[config.mk]
export PLATFORM = sky130hd
export DESIGN_NAME = brightness_ctrl
export DESIGN_NICKNAME = d
export VERILOG_FILES = /design/src/rtl/brightness_pkg.sv /design/src/rtl/brightness_ctrl.sv
export SDC_FILE = /design/constraint.sdc
export NUM_CORES = 1
export LEC_CHECK = 0
export BUFFER_PORTS_ARGS = -buffer_cell sky130_fd_sc_hd__buf_2
export CORE_UTILIZATION = 40
export DETAILED_ROUTE_END_ITERATION = 10
export PLACE_DENSITY = 0.6
export RECOVER_POWER = 50
export SETUP_SLACK_MARGIN = 0.5
export SLEW_MARGIN = 10
export SYNTH_ARGS = -nofsm -noshare
export SYNTH_HDL_FRONTEND = slang
export SYNTH_SLANG_ARGS = --single-unit
export TNS_END_PERCENT = 10
[constraint.sdc]
create_clock -name clk -period 6 [get_ports clk]
set_input_delay 1.2 -clock clk [delete_from_list [all_inputs] [get_ports clk]]
set_output_delay 1.2 -clock clk [all_outputs]
set_load 0.1 [all_outputs]
[src/rtl/brightness_pkg.sv]
// Shared definitions for the brightness coefficient sequencer.
// Contents:
//   state_t         - sequencer state (idle / ramping)
//   COE_WIDTH_DEF   - default coefficient width (matches filter coe_i)
//   COE_UNITY_DEF   - default reset/unity coefficient value
//   coe_t           - coefficient word at the default width
package brightness_pkg;

    typedef enum logic {
        ST_IDLE = 1'b0,
        ST_RAMP = 1'b1
    } state_t;

    localparam int COE_WIDTH_DEF = 16;
    localparam int COE_UNITY_DEF = 128;

    typedef logic [COE_WIDTH_DEF-1:0] coe_t;

endpackage

[src/rtl/brightness_ctrl.sv]
// Frame-synchronous sequencer for the brightness filter coefficient.
// Accepts a target/step/period over a valid-ready handshake and ramps the
// registered coefficient toward the target, changing it only on rising
// edges of vertical sync so the filter never sees a mid-frame gain change.
// Ports:
//   clk, rst        - system clock, synchronous active-high reset
//   cfg_valid_i     - config request valid (held until accepted)
//   cfg_ready_o     - high while idle; request accepted when both high
//   cfg_target_i    - unsigned target coefficient
//   cfg_step_i      - change per step, 0 jumps straight to target
//   cfg_period_i    - frames per step, 0 behaves as 1
//   vs_i            - vertical sync, active high
//   coe_o           - registered coefficient to the filter
//   busy_o          - ramp in progress
//   done_o          - one-cycle pulse when coe_o reaches target
module brightness_ctrl
    import brightness_pkg::*;
#(
    parameter int COE_WIDTH    = COE_WIDTH_DEF,
    parameter int STEP_WIDTH   = 8,
    parameter int PERIOD_WIDTH = 8,
    parameter int COE_UNITY    = COE_UNITY_DEF
) (
    input  logic                    clk,
    input  logic                    rst,
    input  logic                    cfg_valid_i,
    output logic                    cfg_ready_o,
    input  logic [COE_WIDTH-1:0]    cfg_target_i,
    input  logic [STEP_WIDTH-1:0]   cfg_step_i,
    input  logic [PERIOD_WIDTH-1:0] cfg_period_i,
    input  logic                    vs_i,
    output logic [COE_WIDTH-1:0]    coe_o,
    output logic                    busy_o,
    output logic                    done_o
);

    // One step toward the target. The difference is taken one bit wider and
    // signed so neither direction can wrap; when the remaining distance is no
    // larger than the step the result lands exactly on the target.
    function automatic logic [COE_WIDTH-1:0] f_step_toward(
        input logic [COE_WIDTH-1:0]  cur,
        input logic [COE_WIDTH-1:0]  tgt,
        input logic [STEP_WIDTH-1:0] step
    );
        logic signed [COE_WIDTH:0] diff;
        logic        [COE_WIDTH:0] mag;
        diff = $signed({1'b0, tgt}) - $signed({1'b0, cur});
        mag  = diff[COE_WIDTH] ? $unsigned(-diff) : $unsigned(diff);
        if ((step == '0) || (mag <= {{(COE_WIDTH+1-STEP_WIDTH){1'b0}}, step}))
            return tgt;
        else if (diff[COE_WIDTH])
            return cur - COE_WIDTH'(step);
        else
            return cur + COE_WIDTH'(step);
    endfunction

    state_t                  r_state;
    logic [COE_WIDTH-1:0]    r_coe;
    logic [COE_WIDTH-1:0]    r_target;
    logic [STEP_WIDTH-1:0]   r_step;
    logic [PERIOD_WIDTH-1:0] r_period;
    logic [PERIOD_WIDTH-1:0] r_frame_cnt;
    logic                    r_vs_d;
    logic                    r_done;

    logic                    w_vs_rise;
    logic                    w_accept;
    logic                    w_period_end;
    logic [COE_WIDTH-1:0]    w_next_coe;

    assign w_vs_rise    = vs_i & ~r_vs_d;
    assign w_accept     = cfg_valid_i & (r_state == ST_IDLE);
    assign w_period_end = (r_frame_cnt == (r_period - PERIOD_WIDTH'(1)));
    assign w_next_coe   = f_step_toward(r_coe, r_target, r_step);

    // Latched request parameters: plain data, loaded on accept only.
    always_ff @(posedge clk) begin
        if (w_accept) begin
            r_target <= cfg_target_i;
            r_step   <= cfg_step_i;
            r_period <= (cfg_period_i == '0) ? PERIOD_WIDTH'(1) : cfg_period_i;
        end
    end

    // Sequencer state, frame counter, coefficient and sync edge history.
    // vs history resets high so a sync already high at reset release is not
    // mistaken for a rising edge.
    always_ff @(posedge clk) begin
        if (rst) begin
            r_state     <= ST_IDLE;
            r_coe       <= COE_WIDTH'(COE_UNITY);
            r_frame_cnt <= '0;
            r_vs_d      <= 1'b1;
            r_done      <= 1'b0;
        end else begin
            r_vs_d <= vs_i;
            r_done <= 1'b0;
            case (r_state)
                ST_IDLE: begin
                    if (w_accept) begin
                        if (cfg_target_i == r_coe) begin
                            r_done <= 1'b1;
                        end else begin
                            r_state     <= ST_RAMP;
                            r_frame_cnt <= '0;
                        end
                    end
                end
                ST_RAMP: begin
                    if (w_vs_rise) begin
                        if (w_period_end) begin
                            r_frame_cnt <= '0;
                            r_coe       <= w_next_coe;
                            if (w_next_coe == r_target) begin
                                r_state <= ST_IDLE;
                                r_done  <= 1'b1;
                            end
                        end else begin
                            r_frame_cnt <= r_frame_cnt + PERIOD_WIDTH'(1);
                        end
                    end
                end
                default: r_state <= ST_IDLE;
            endcase
        end
    end

    assign cfg_ready_o = (r_state == ST_IDLE);
    assign busy_o      = (r_state == ST_RAMP);
    assign coe_o       = r_coe;
    assign done_o      = r_done;

endmodule

* After elaboration in Yosys (flattened, before gate mapping)
Cells that the tools add are included.
** Word-level totals
- Bits in registers :: 59
- Input port bits :: 36
- Logic and storage cells :: 50
** Operators by class
- Add/sub/neg operators :: 6
- Order comparisons :: 1
- Equal/unequal tests :: 6
- Muxes and demuxes :: 20
- Bitwise operators :: 4
- Reductions and logical operators :: 5
** Operator list (number)
- 16-bit equality test :: 2
- 16-bit two-way mux :: 2
- 8-bit two-way mux :: 4
- 17-bit by 8-bit less-or-equal comparator with 1-bit output :: 1
- 17-bit two-way mux :: 1
- 17-bit negator :: 1
- 16-bit by 16-bit subtractor with 17-bit output :: 1
- 16-bit by 8-bit adder with 16-bit output :: 1
- 8-bit logical NOT :: 2
- 8-bit one-hot mux with 2 select lines :: 1
- 16-bit by 8-bit subtractor with 16-bit output :: 1
- 1-bit two-way mux :: 10
- 8-bit by 1-bit adder with 8-bit output (second input constant) :: 1
- 8-bit equality test :: 1
- 8-bit by 1-bit subtractor with 8-bit output (second input constant) :: 1
- 3-bit AND reduction :: 2
- 2-bit by 1-bit inequality test with 1-bit output (second input constant) :: 2
- 1-bit one-hot mux with 2 select lines :: 2
- 1-bit bitwise AND :: 2
- 2-bit inequality test (second input constant) :: 1
- 1-bit NOT :: 2
- 1-bit logical OR :: 1

* Longest topological paths before layout
Gate-level depths: netlist of the first run.
- Word-level depth :: 11
- Mapped depth :: 25

* Worst setup path before layout of the first run
No wires, ideal clock.
- Kind :: flip-flop to flip-flop
- Start point :: register r_coe[13], in the netlist coe_o[13]
- End point :: register r_coe[13], in the netlist coe_o[13]
- Arrival :: 6160 ps
- Data required time :: 5930 ps
- Path slack :: -230 ps
- Stages on the path, launching flop included :: 24
- Path buffers :: 3
- Period minus slack after synthesis :: 6230 ps
- Cell sequence :: dfxtp_1 inv_1 ha_1 clkbuf_1 a211oi_1 a21oi_1 a211o_1 a41oi_1 clkbuf_1 o21ai_0 xnor2_1 ha_1 a21o_1 a21o_1 a21o_1 a221oi_1 a41oi_1 a311o_1 or3_1 or3_1 nor4_2 buf_4 mux2_1 a21oi_1
** On the way
- Word-level cells in the longest chain between the ends :: 6
** Ends and longest elaborated chain
- start: declaration :: RTL line brightness_ctrl.sv:58 : logic [COE_WIDTH-1:0] r_coe;
- start signal: assignment :: RTL line brightness_ctrl.sv:91 : r_coe <= COE_WIDTH'(COE_UNITY);
- start signal: assignment :: RTL line brightness_ctrl.sv:113 : r_coe <= w_next_coe;
- 16-bit by 16-bit subtractor with 17-bit output :: RTL line brightness_ctrl.sv:47 : diff = $signed({1'b0, tgt}) - $signed({1'b0, cur});
- 17-bit negator :: RTL line brightness_ctrl.sv:48 : mag = diff[COE_WIDTH] ? $unsigned(-diff) : $unsigned(diff);
- 17-bit two-way mux :: RTL line brightness_ctrl.sv:48
- 17-bit by 8-bit less-or-equal comparator with 1-bit output :: RTL line brightness_ctrl.sv:49 : if ((step == '0) || (mag <= {{(COE_WIDTH+1-STEP_WIDTH){1'b0}}, step}))
- 1-bit logical OR :: RTL line brightness_ctrl.sv:49
- 16-bit two-way mux * :: RTL line brightness_ctrl.sv:49
Mark *: on every way between the ends. The rest lies on a longest branch, timed or not.
A chain may end at the register's enable or synchronous reset.

* Worst setup path in the final report of the first run
- Start point :: register r_target[0]
- End point :: register r_coe[2], in the netlist coe_o[2]
** On the way
- Word-level cells in the longest chain between the ends :: 6
** Ends and longest elaborated chain
- start: declaration :: RTL line brightness_ctrl.sv:59 : logic [COE_WIDTH-1:0] r_target;
- start signal: assignment :: RTL line brightness_ctrl.sv:79 : r_target <= cfg_target_i;
- 16-bit by 16-bit subtractor with 17-bit output * :: RTL line brightness_ctrl.sv:47
- 17-bit negator :: RTL line brightness_ctrl.sv:48
- 17-bit two-way mux :: RTL line brightness_ctrl.sv:48
- 17-bit by 8-bit less-or-equal comparator with 1-bit output :: RTL line brightness_ctrl.sv:49
- 1-bit logical OR :: RTL line brightness_ctrl.sv:49
- 16-bit two-way mux * :: RTL line brightness_ctrl.sv:49
Marked as above.

==> impl_metrics.env, run 1 <==
export IMPL_antenna_found_initial=0
export IMPL_critPathArrivalTime_ns=5.60
export IMPL_die_area_um2=14960
export IMPL_vias=5600
export IMPL_drc=0
export IMPL_violations="capacitance limit, slew limit"
export IMPL_power_mw=1.408
export IMPL_synth_top_area_cell="edfxtp_1"
export IMPL_num_rows=43
export IMPL_final_hold_viol_count=0
export IMPL_final_min_period_over_clock_period_pct=89.09
export IMPL_endpoint_kind="flop"
export IMPL_startpoint_type="flop"
export IMPL_synth_seq_cells=59
export IMPL_slew_violations=33
export IMPL_synth_ff_type="edfxtp_1"
export IMPL_grt_start_max_net_pins=42
export IMPL_syn_avg_cell_area_um2=8.318
export IMPL_yosysSeqAreaShare_pct=25.93
export IMPL_wl_um=17350
export IMPL_core_area_um2=13990
export IMPL_start_util_pct=41.39
export IMPL_die_w_um=122.3
export IMPL_ir_worst_vdd_mv=0.1531
export IMPL_path_cells="inv_2 -> ha_4 -> fa_2 -> buf_4 -> xor2_2 -> nand3_2 -> or3_1 -> and2_1 -> xnor2_1 -> ha_1 -> a21o_1 -> a21o_1 -> a221oi_2 -> a41oi_2 -> a311o_1 -> or3_4 -> or3_4 -> nor4_4 -> buf_6 -> buf_4 -> mux2_4 -> a21oi_1"
export IMPL_gr_total_overflow=0
export IMPL_post_drt_wl_per_cell_um=18.44
export IMPL_drtPass1Iterations=5
export IMPL_ys_async_sr_fraction_pct=0
export IMPL_clockBufferDepth=2
export IMPL_clk_insertion_delay_late_ns=0.34
export IMPL_place_congestion=0.9222
export IMPL_fin_worst_skew_ns=0.003888
export IMPL_path_clk_slew_ns=0.06
export IMPL_cts_made_buffers=9
export IMPL_synth_top_area_share_pct=16.60
export IMPL_criticalPathCategory="reg -> reg"
export IMPL_yosys_warnings=0
export IMPL_drt_initial_drc_count=394
export IMPL_setup_tns_ns=0
export IMPL_synth_area_leaders="edfxtp_1 17%, ha_1 9.5%, dfxtp_1 9.3%"
export IMPL_status="complete, but fails checks"
export IMPL_slowest_delay_ns=0.39
export IMPL_via_per_inst=5.951
export IMPL_antenna_diode_count=0
export IMPL_synth_area_um2=5789
export IMPL_leakagePower_nw=2.596
export IMPL_grtUsageTotal_pct=23.38
export IMPL_h_tree_depth=3
export IMPL_synth_edf_count=32
export IMPL_grt_pass1_vias=5187
export IMPL_cp_num_buf_inv=4
export IMPL_grt_pass1_wl_um=26890
export IMPL_multi_input_area_um2=4190
export IMPL_synth_distinct_cells=82
export IMPL_critPathMaxFanout=3
export IMPL_rsz0062_at_grt="yes"
export IMPL_syn_num_nets=778
export IMPL_antenna_left=0
export IMPL_power_density_nw_per_um2=204.7
export IMPL_fin_crit_ns=5.346
export IMPL_nets=838
export IMPL_nFillCells=1350
export IMPL_ioPinCount=55
export IMPL_cts_sinks=59
export IMPL_syn_to_final_growth_pct=18.80
export IMPL_drive_gt1_share_pct=19.84
export IMPL_finalSetupViolations=0
export IMPL_cp_slowest_cell="edfxtp_1"
export IMPL_hpwl_um=13050
export IMPL_tightest_slew_ns=1.883
export IMPL_die_h_um=122.3
export IMPL_maxCapViolations=1
export IMPL_slew_limit_headroom_pct=-25.53
export IMPL_fmax_mhz=187.1
export IMPL_hp_class="reg -> reg"
export IMPL_cts_tree="built"
export IMPL_numPortBuffers=54
export IMPL_final_seq_area_um2=1544
export IMPL_path_delay_family="simple AND/OR/NAND/NOR gates"
export IMPL_syn_inst=696
export IMPL_required_ns=6.25
export IMPL_root_buffer="clkbuf_16"
==> power breakdown <==
| group | total (mW) | switching, mW | internal [mW] |
|---|---|---|---|
| Sequential | 0.465 | 0.0205 | 0.445 |
| Clock | 0.488 | 0.205 | 0.283 |
| Combinational | 0.455 | 0.264 | 0.191 |
| Total | 1.41 | 0.490 | 0.918 |
==> cell type report <==
type / count / area share, %
Tap cell: 180 / 3.275
Inverter: 39 / 2.128
Timing Repair Buffer: 85 / 7.186
Clock inverter: 6 / 0.7095
Clock buffer: 10 / 3.329
Sequential cell: 59 / 22.45
Multi-Input combinational cell: 562 / 60.92
==> stage by stage <==
step	std cells	hold slack [ns]	cell area (um2)	utilization [%]	setup WS (ns)
6_report	941	0.5284	6878	49.17	0.6543
5_1_grt	941	0.5567	6878	49.17	0.3820
3_5_place_dp	901	0.4996	6257	44.73	0.3098
4_1_cts	921	0.5179	6601	47.19	0.5234
2_1_floorplan	696	0.4953	5848	-	0.5428
3_3_place_gp	901	0.4922	6257	44.73	0.4040
==> metal layers <==
layer	vias up	wire [um]	GRT usage, %
met3	30	1136	4.136
met1	2660	7745	30.97
met4	0	356	7.698
met2	217	8111	38.24
met5	-	0	0
li1	2693	-	-
==> flip-flops by register name (all words and copies together) (netlist names) <==
| register | count |
|---|---|
| r_vs_d | 1 |
| coe_o | 16 |
| r_target | 16 |
| done_o | 1 |
| busy_o | 1 |
| r_period | 8 |
| r_frame_cnt | 8 |
| r_step | 8 |
==> cell usage after synthesis (all sizes together), types with 20 or more instances <==
cell type and instances:
xnor2 56, nor2 53, nand2 47, ha 44, inv 39, a21oi 34, edfxtp 32, clkbuf 31
nand3 30, dfxtp 27, o21ai 27, a31oi 24, nor3 24, xor2 20
==> timing repair <==
| action | CTS | global route |
|---|---|---|
| buffers inserted | 3 | 20 |
| setup endpoints to repair | 14 | 18 |
| hold endpoints to repair | 0 | 0 |
| pin swaps | 2 | 14 |
| gates resized for setup | 7 | 40 |
| cloned | 1 | 0 |
| hold buffers | 0 | 0 |
==> layout by cell type (no fill, tap or decap), types with 4 or more instances in the layout <==
master and n:
nand4_1 14, nor4_1 9, nand2_1 47, buf_2 34, o31ai_1 6, clkbuf_1 22, and2_1 5, nor2_1 52
a31oi_1 23, edfxtp_1 32, and3_1 5, dfxtp_4 9, xnor2_1 55, a21oi_2 5, inv_1 38, a311oi_1 5
nand2b_1 13, a21o_1 14, nand3b_1 6, or3_1 11, buf_4 26, nor2b_1 11, xor2_1 19, dfxtp_2 7
nor3_1 22, o21bai_1 4, nand3_1 29, o21ai_0 21, dfxtp_1 11, a21oi_1 29, o21a_1 9, ha_1 38
clkbuf_16 9, ha_2 4, nor3b_1 6
==> worst paths after layout <==
path / depth (start not counted) / to / start / slack (ns)
setup / recovery: 22 / coe_o[2]$_SDFFE_PP0P_ / r_target[0]$_DFFE_PP_ / 0.65
hold reg to reg: 2 / coe_o[0]$_SDFFE_PP0P_ / coe_o[0]$_SDFFE_PP0P_ / 0.53
hold / removal: 2 / coe_o[0]$_SDFFE_PP0P_ / coe_o[0]$_SDFFE_PP0P_ / 0.53
setup reg to reg: 22 / coe_o[2]$_SDFFE_PP0P_ / r_target[0]$_DFFE_PP_ / 0.65
==> worst min-delay path: cells and delay by family (launching register included) <==
family	cells	cell delay, ns
DFF	1	0.37
and+or+nand+nor	1	0.06
AOI/OAI and AO/OA	1	0.06
==> logic make-up after synthesis <==
logic type               synth area share (%)
multiplexers                            1.729
XOR/XNOR                                11.63
AO/OA/AOI/OAI                           20.77
flip-flops                              25.93
AND/OR/NAND/NOR                         24.64
buffers and inverters                   5.100
adder cells (fa/ha/maj)                 10.20
(Power assumes the default switching activity.)
==> run 2, diff against run 1 <==
--- a/config.mk
+++ b/config.mk
@@ -6,9 +6,12 @@
 export NUM_CORES = 1
 export LEC_CHECK = 0
 export BUFFER_PORTS_ARGS = -buffer_cell sky130_fd_sc_hd__buf_2
-export CORE_UTILIZATION = 40
+export CELL_PAD_IN_SITES_DETAIL_PLACEMENT = 1
+export CELL_PAD_IN_SITES_GLOBAL_PLACEMENT = 2
+export CORE_UTILIZATION = 38
+export CTS_BUF_LIST = sky130_fd_sc_hd__clkbuf_4
 export DETAILED_ROUTE_END_ITERATION = 10
-export PLACE_DENSITY = 0.6
+export PLACE_DENSITY = 0.86
 export RECOVER_POWER = 50
 export SETUP_SLACK_MARGIN = 0.5
 export SLEW_MARGIN = 10
==> run 2 against run 1 <==
  * The run ends with DRC, capacitance limit, slew limit left
  * First-iteration DRC count fell by 14%
  * Clock-buffer cell count increased by 1
  * Clock skew up 0.017 ns
  * Final cell count decreased by 0.53%
  * Sequential cell count unchanged
  * Design area decreased by 4.5%
  * Critical path depth fell by 2
  * Worst hold slack got worse by 0.0061 ns
  * Routed wire length up 9.1%
  * Critical path type unchanged
==> impl_metrics.env, run 2 (synthesis gave the netlist of run 1 again) <==
export IMPL_required_ns=6.26
export IMPL_place_congestion=0.8432
export IMPL_grt_use_met3_pct=3.937
export IMPL_grt_start_max_net_pins=42
export IMPL_grtUsageTotal_pct=24.36
export IMPL_post_drt_wl_per_cell_um=20.22
export IMPL_tightest_slew_ns=2.031
export IMPL_die_w_um=125.4
export IMPL_hpwl_um=14760
export IMPL_violations="DRC, capacitance limit, slew limit"
export IMPL_power_mw=1.219
export IMPL_slew_violations=33
export IMPL_nets=829
export IMPL_core_area_um2=14700
export IMPL_num_rows=44
export IMPL_fin_crit_ns=5.403
export IMPL_critPathMaxFanout=7
export IMPL_cts_tree="built"
export IMPL_critPathArrivalTime_ns=5.66
export IMPL_grt_pass1_wl_um=30440
export IMPL_final_min_period_over_clock_period_pct=90.04
export IMPL_drive_gt1_share_pct=16.76
export IMPL_die_area_um2=15730
export IMPL_cts_made_buffers=9
export IMPL_grt_busiest_layer="met2"
export IMPL_criticalPathCategory="reg -> reg"
export IMPL_die_h_um=125.4
export IMPL_grtUsageMet1_pct=31.41
export IMPL_start_util_pct=39.39
export IMPL_finalSetupViolations=0
export IMPL_clockBufferDepth=2
export IMPL_fin_worst_skew_ns=0.02134
export IMPL_h_tree_depth=3
export IMPL_wl_um=18930
export IMPL_power_density_nw_per_um2=185.6
export IMPL_gr_total_overflow=0
export IMPL_status="complete, but fails checks"
export IMPL_grt_pass1_vias=5902
export IMPL_cts_sinks=59
export IMPL_rsz0062_at_grt="yes"
export IMPL_via_per_inst=6.087
export IMPL_hp_class="reg -> reg"
export IMPL_final_hold_viol_count=0
export IMPL_antenna_diode_count=0
export IMPL_path_clk_slew_ns=0.12
export IMPL_setup_tns_ns=0
export IMPL_layout_commonest_cell="xnor2_1"
export IMPL_ioPinCount=55
export IMPL_grtUsageMet2_pct=41.44
export IMPL_drtPass1Iterations=8
export IMPL_antenna_left=0
export IMPL_fmax_mhz=185.1
export IMPL_leakagePower_nw=2.489
export IMPL_clk_insertion_delay_late_ns=0.44
export IMPL_drt_initial_drc_count=340
export IMPL_final_cell_mix="55 x xnor2_1, 52 x nor2_1, 47 x nand2_1"
export IMPL_vias=5697
export IMPL_root_buffer="clkbuf_4"
export IMPL_endpoint_kind="flop"
export IMPL_syn_to_final_growth_pct=13.49
export IMPL_startpoint_type="flop"
export IMPL_drc=4
export IMPL_maxCapViolations=1
export IMPL_numPortBuffers=54
export IMPL_slew_limit_headroom_pct=-35.38
export IMPL_ir_worst_vdd_mv=0.1490
export IMPL_antenna_found_initial=0
==> run 2: cell types whose count changed in the layout (fill, tap and decap cells not counted), sizes merged <==
cell and change:
clkinv +3, clkinvlp -3, clkbuf +1, inv -2
buf -9, bufinv +1
==> run 2: final timing paths <==
check	start	to	slack [ns]	cells after the start
worst max-delay path	r_target[0]$_DFFE_PP_	busy_o$_SDFF_PP0_	0.60	20
worst min-delay path	coe_o[1]$_SDFFE_PP0P_	coe_o[1]$_SDFFE_PP0P_	0.52	2
worst max register to register	r_target[0]$_DFFE_PP_	busy_o$_SDFF_PP0_	0.60	20
worst min register to register	coe_o[1]$_SDFFE_PP0P_	coe_o[1]$_SDFFE_PP0P_	0.52	2
==> run 2: cell type report <==
type                       instances  area (um2)
tap                              184       230.2
clock buffer                      11       82.58
multi-input combinational        562        4104
clock inverter                     5       53.80
fill                            1770        8129
inverter                          39       146.4
sequential                        59        1544
timing repair buffer              76       409.1
==> run 2: critical path: stages, from the launching register on <==
cell and delay, ns:
edfxtp_1 0.38, inv_1 0.05, ha_1 0.20, fa_2 0.36
and2b_2 0.27, o21ai_4 0.09, buf_4 0.15, and2_4 0.15
or3_1 0.32, and2_1 0.18, xnor2_1 0.13, ha_1 0.32
a21o_1 0.16, a21o_1 0.18, a221oi_2 0.26, a41oi_2 0.07
a311o_1 0.33, or3_1 0.40, or4_1 0.76, o221ai_1 0.34
o22ai_1 0.13
==> run 2: where the power goes <==
part	switching [mW]	leakage (nW)	total [mW]	internal (mW)
sequential	0.0198	0.534	0.464	0.444
combinational	0.269	1.87	0.453	0.184
clock	0.167	0.0806	0.302	0.135
total	0.456	2.49	1.22	0.763
==> run 2: per-layer routing <==
metal | up-vias | wire length, um | share of wire (%)
met1 | 2835 | 8634 | 46
met3 | 27 | 815 | 4.3
li1 | 2680 | - | -
met2 | 155 | 9128 | 48
met4 | 0 | 350 | 1.8
met5 | - | 0 | 0
==> run 2: what timing repair did <==
item,CTS,global route
endpoints found under the setup margin,18,18
gates resized for setup,14,7
hold buffers,0,0
pin swaps,4,7
cloned,1,0
setup buffers,4,8
==> run 2: through the flow <==
stage / std cells / cell area, um2 / worst slack, ns / util [%] / hold slack, ns
floorplan: 696 / 5848 / 0.5428 / - / 0.4953
CTS: 928 / 6506 / 0.5122 / 44.26 / 0.5529
detailed placement: 907 / 6277 / 0.1687 / 42.71 / 0.5322
global route: 936 / 6570 / 0.3632 / 44.70 / 0.5481
finish: 936 / 6570 / 0.5975 / 44.70 / 0.5224
global placement: 907 / 6277 / 0.3679 / 42.71 / 0.4955
==> run 3, diff against run 2 <==
--- a/config.mk
+++ b/config.mk
@@ -8,10 +8,10 @@
 export BUFFER_PORTS_ARGS = -buffer_cell sky130_fd_sc_hd__buf_2
 export CELL_PAD_IN_SITES_DETAIL_PLACEMENT = 1
 export CELL_PAD_IN_SITES_GLOBAL_PLACEMENT = 2
-export CORE_UTILIZATION = 38
-export CTS_BUF_LIST = sky130_fd_sc_hd__clkbuf_4
+export CORE_UTILIZATION = 37
+export CTS_BUF_LIST = sky130_fd_sc_hd__clkbuf_16
 export DETAILED_ROUTE_END_ITERATION = 10
-export PLACE_DENSITY = 0.86
+export PLACE_DENSITY = 0.84
 export RECOVER_POWER = 50
 export SETUP_SLACK_MARGIN = 0.5
 export SLEW_MARGIN = 10
==> run 3 against run 2 <==
  * The flow finishes with violations (capacitance limit, slew limit)
  * Clock-buffer cell count unchanged
  * Core utilization increased by 0.10 points
  * Total power increased by 18%
  * Final cell count increased by 3.2%
  * Maximum frequency increased by 0.36%
  * Routed wire length increased by 1.3%
  * Non-clock buffer count increased by 3
  * Global-route usage increased by 0.15 points
  * Clock skew decreased by 0.0087 ns
  * Via count decreased by 2.4%
  * Largest cell class unchanged
  * Largest power group is now clock
  * Highest routed layer unchanged
==> impl_metrics.env, run 3 (synthesis gave the netlist of run 1 again) <==
export IMPL_placed_cell_area_um2=6311
export IMPL_critPathArrivalTime_ns=5.63
export IMPL_drc=0
export IMPL_leakagePower_nw=2.569
export IMPL_slew_limit_headroom_pct=-35.10
export IMPL_drt_initial_drc_count=316
export IMPL_critPathMaxFanout=8
export IMPL_internal_power_mw=0.9575
export IMPL_die_w_um=127.1
export IMPL_power_density_nw_per_um2=211.3
export IMPL_required_ns=6.25
export IMPL_utilization_pct=44.80
export IMPL_switchingPower_mw=0.4866
export IMPL_place_congestion=0.8491
export IMPL_min_from="coe_o[0]$_SDFFE_PP0P_"
export IMPL_gr_total_overflow=0
export IMPL_finalSetupViolations=0
export IMPL_clockBufferDepth=2
export IMPL_grt_start_max_net_pins=42
export IMPL_path_clk_slew_ns=0.05
export IMPL_fin_worst_skew_ns=0.01263
export IMPL_rsz0062_at_grt="yes"
export IMPL_startpoint_type="flop"
export IMPL_start_util_pct=37.94
export IMPL_die_area_um2=16150
export IMPL_antenna_left=0
export IMPL_grtUsageTotal_pct=24.51
export IMPL_drive_gt1_share_pct=17.75
export IMPL_hpwl_um=14750
export IMPL_slew_violations=33
export IMPL_layout_commonest_cell="xnor2_1"
export IMPL_holdPathEnd="coe_o[0]$_SDFFE_PP0P_"
export IMPL_r2r_end="coe_o[8]$_SDFFE_PP0P_"
export IMPL_antenna_found_initial=0
export IMPL_clk_insertion_delay_late_ns=0.35
export IMPL_post_drt_wl_per_cell_um=19.84
export IMPL_ir_worst_vdd_mv=0.1582
export IMPL_violations="capacitance limit, slew limit"
export IMPL_r2r_start="r_target[0]$_DFFE_PP_"
export IMPL_fin_crit_ns=5.383
export IMPL_antenna_diode_count=0
export IMPL_vias=5561
export IMPL_wl_um=19170
export IMPL_grt_pass1_vias=5732
export IMPL_p_seq_share_pct=32.2
export IMPL_root_buffer="clkbuf_16"
export IMPL_fin_area_um2=6835
export IMPL_maxCapViolations=1
export IMPL_postCtsHoldBufs=0
export IMPL_via_per_inst=5.757
export IMPL_cts_sinks=59
export IMPL_core_area_um2=15260
export IMPL_criticalPathCategory="reg -> reg"
export IMPL_fmax_mhz=185.8
export IMPL_num_rows=45
export IMPL_endpoint_kind="flop"
export IMPL_syn_to_final_growth_pct=18.07
export IMPL_cts_tree="built"
export IMPL_grt_pass1_wl_um=30840
export IMPL_h_tree_depth=3
export IMPL_clockPowerShare_pct=35.9
export IMPL_whs_path_depth=2
export IMPL_setup_tns_ns=0
export IMPL_final_hold_viol_count=0
export IMPL_nFillCells=1814
export IMPL_tightest_slew_ns=2.026
export IMPL_final_cell_mix="54 x xnor2_1, 52 x nor2_1, 47 x nand2_1"
export IMPL_hp_class="reg -> reg"
export IMPL_sw_frac_of_total_pct=33.69
export IMPL_nets=832
export IMPL_numPortBuffers=54
export IMPL_cts_made_buffers=9
export IMPL_status="complete, but fails checks"
export IMPL_drtPass1Iterations=5
export IMPL_reg2reg_slack_ns=0.62
export IMPL_p_comb_share_pct=31.8
export IMPL_final_min_period_over_clock_period_pct=89.72
export IMPL_ff2ff_path_depth=22
export IMPL_die_h_um=127.1
export IMPL_ioPinCount=55
[run 3: cell count changes in the layout (fill, tap and decap cells not counted), sizes merged]
| cell | before | now |
|---|---|---|
| bufinv | 1 | 0 |
| clkbuf | 33 | 34 |
| buf | 54 | 56 |
| inv | 39 | 42 |
| clkinv | 4 | 2 |
[run 3: metal layers]
layer	track usage [%]	part of all wire [%]	up-vias
li1	-	-	2686
met1	32.22	46	2714
met2	41.60	48	131
met3	4.020	4.5	30
met5	0	0	-
met4	6.653	2.0	0
[run 3: worst max-delay path by stage]
stage	startpoint	endpoint	cells after the start
floorplan	coe_o[13]$_SDFFE_PP0P_	coe_o[4]$_SDFFE_PP0P_	23
global placement	r_target[13]$_DFFE_PP_	coe_o[13]$_SDFFE_PP0P_	20
detailed placement	r_target[13]$_DFFE_PP_	coe_o[9]$_SDFFE_PP0P_	20
CTS	r_target[0]$_DFFE_PP_	coe_o[9]$_SDFFE_PP0P_	22
global route	r_target[0]$_DFFE_PP_	coe_o[9]$_SDFFE_PP0P_	22
finish	r_target[0]$_DFFE_PP_	coe_o[8]$_SDFFE_PP0P_	22
[run 3: per-stage QoR]
step | cells | power (mW) | hold WS (ns) | setup WS [ns]
6_report | 966 | 1.444 | 0.5380 | 0.6170
4_1_cts | 958 | 1.432 | 0.5428 | 0.5047
5_1_grt | 966 | 1.512 | 0.5616 | 0.4112
3_5_place_dp | 934 | 0.9028 | 0.5160 | 0.2271
2_1_floorplan | 696 | 0.7872 | 0.4953 | 0.5428
3_3_place_gp | 934 | 0.8881 | 0.4936 | 0.4217
[run 3: critical path, stage by stage, from the launching register on]
cell      delay (ns)
edfxtp_1        0.40
inv_1           0.08
ha_2            0.19
fa_2            0.21
and2b_2         0.26
o21ai_1         0.14
nand3b_1        0.16
and2_4          0.21
or3_1           0.31
and2_1          0.19
xnor2_2         0.14
ha_1            0.30
a21o_1          0.16
a21o_1          0.18
a221oi_2        0.27
a41oi_1         0.09
a311o_1         0.34
or3_1           0.41
or3_4           0.36
nor4_4          0.20
buf_6           0.21
mux2_1          0.33
a21oi_1         0.16
[run 3: area by class of cell]
| cell class | count | area [um2] | area share [%] |
|---|---|---|---|
| Multi-Input combinational cell | 562 | 4151 | 60.74 |
| Inverter | 39 | 146.4 | 2.142 |
| Clock buffer | 11 | 275.3 | 4.027 |
| Clock inverter | 5 | 23.77 | 0.3478 |
| Timing Repair Buffer | 79 | 430.4 | 6.297 |
| Sequential cell | 59 | 1544 | 22.59 |
| Tap cell | 211 | 264.0 | 3.862 |
[run 3: power groups by stage]
stage,clock network [mW],logic [mW],registers [mW]
global placement,0,0.415,0.473
floorplan,0,0.315,0.472
finish,0.519,0.460,0.465
CTS,0.527,0.441,0.465
global route,0.540,0.504,0.468
detailed placement,0,0.429,0.473
[run 3: timing repair]
action                                  4_1_cts  5_1_grt
endpoints found under the setup margin       18       18
setup buffers                                 7        8
gates cloned                                  1        0
pin swaps                                     3        3
resized for setup                            10       25
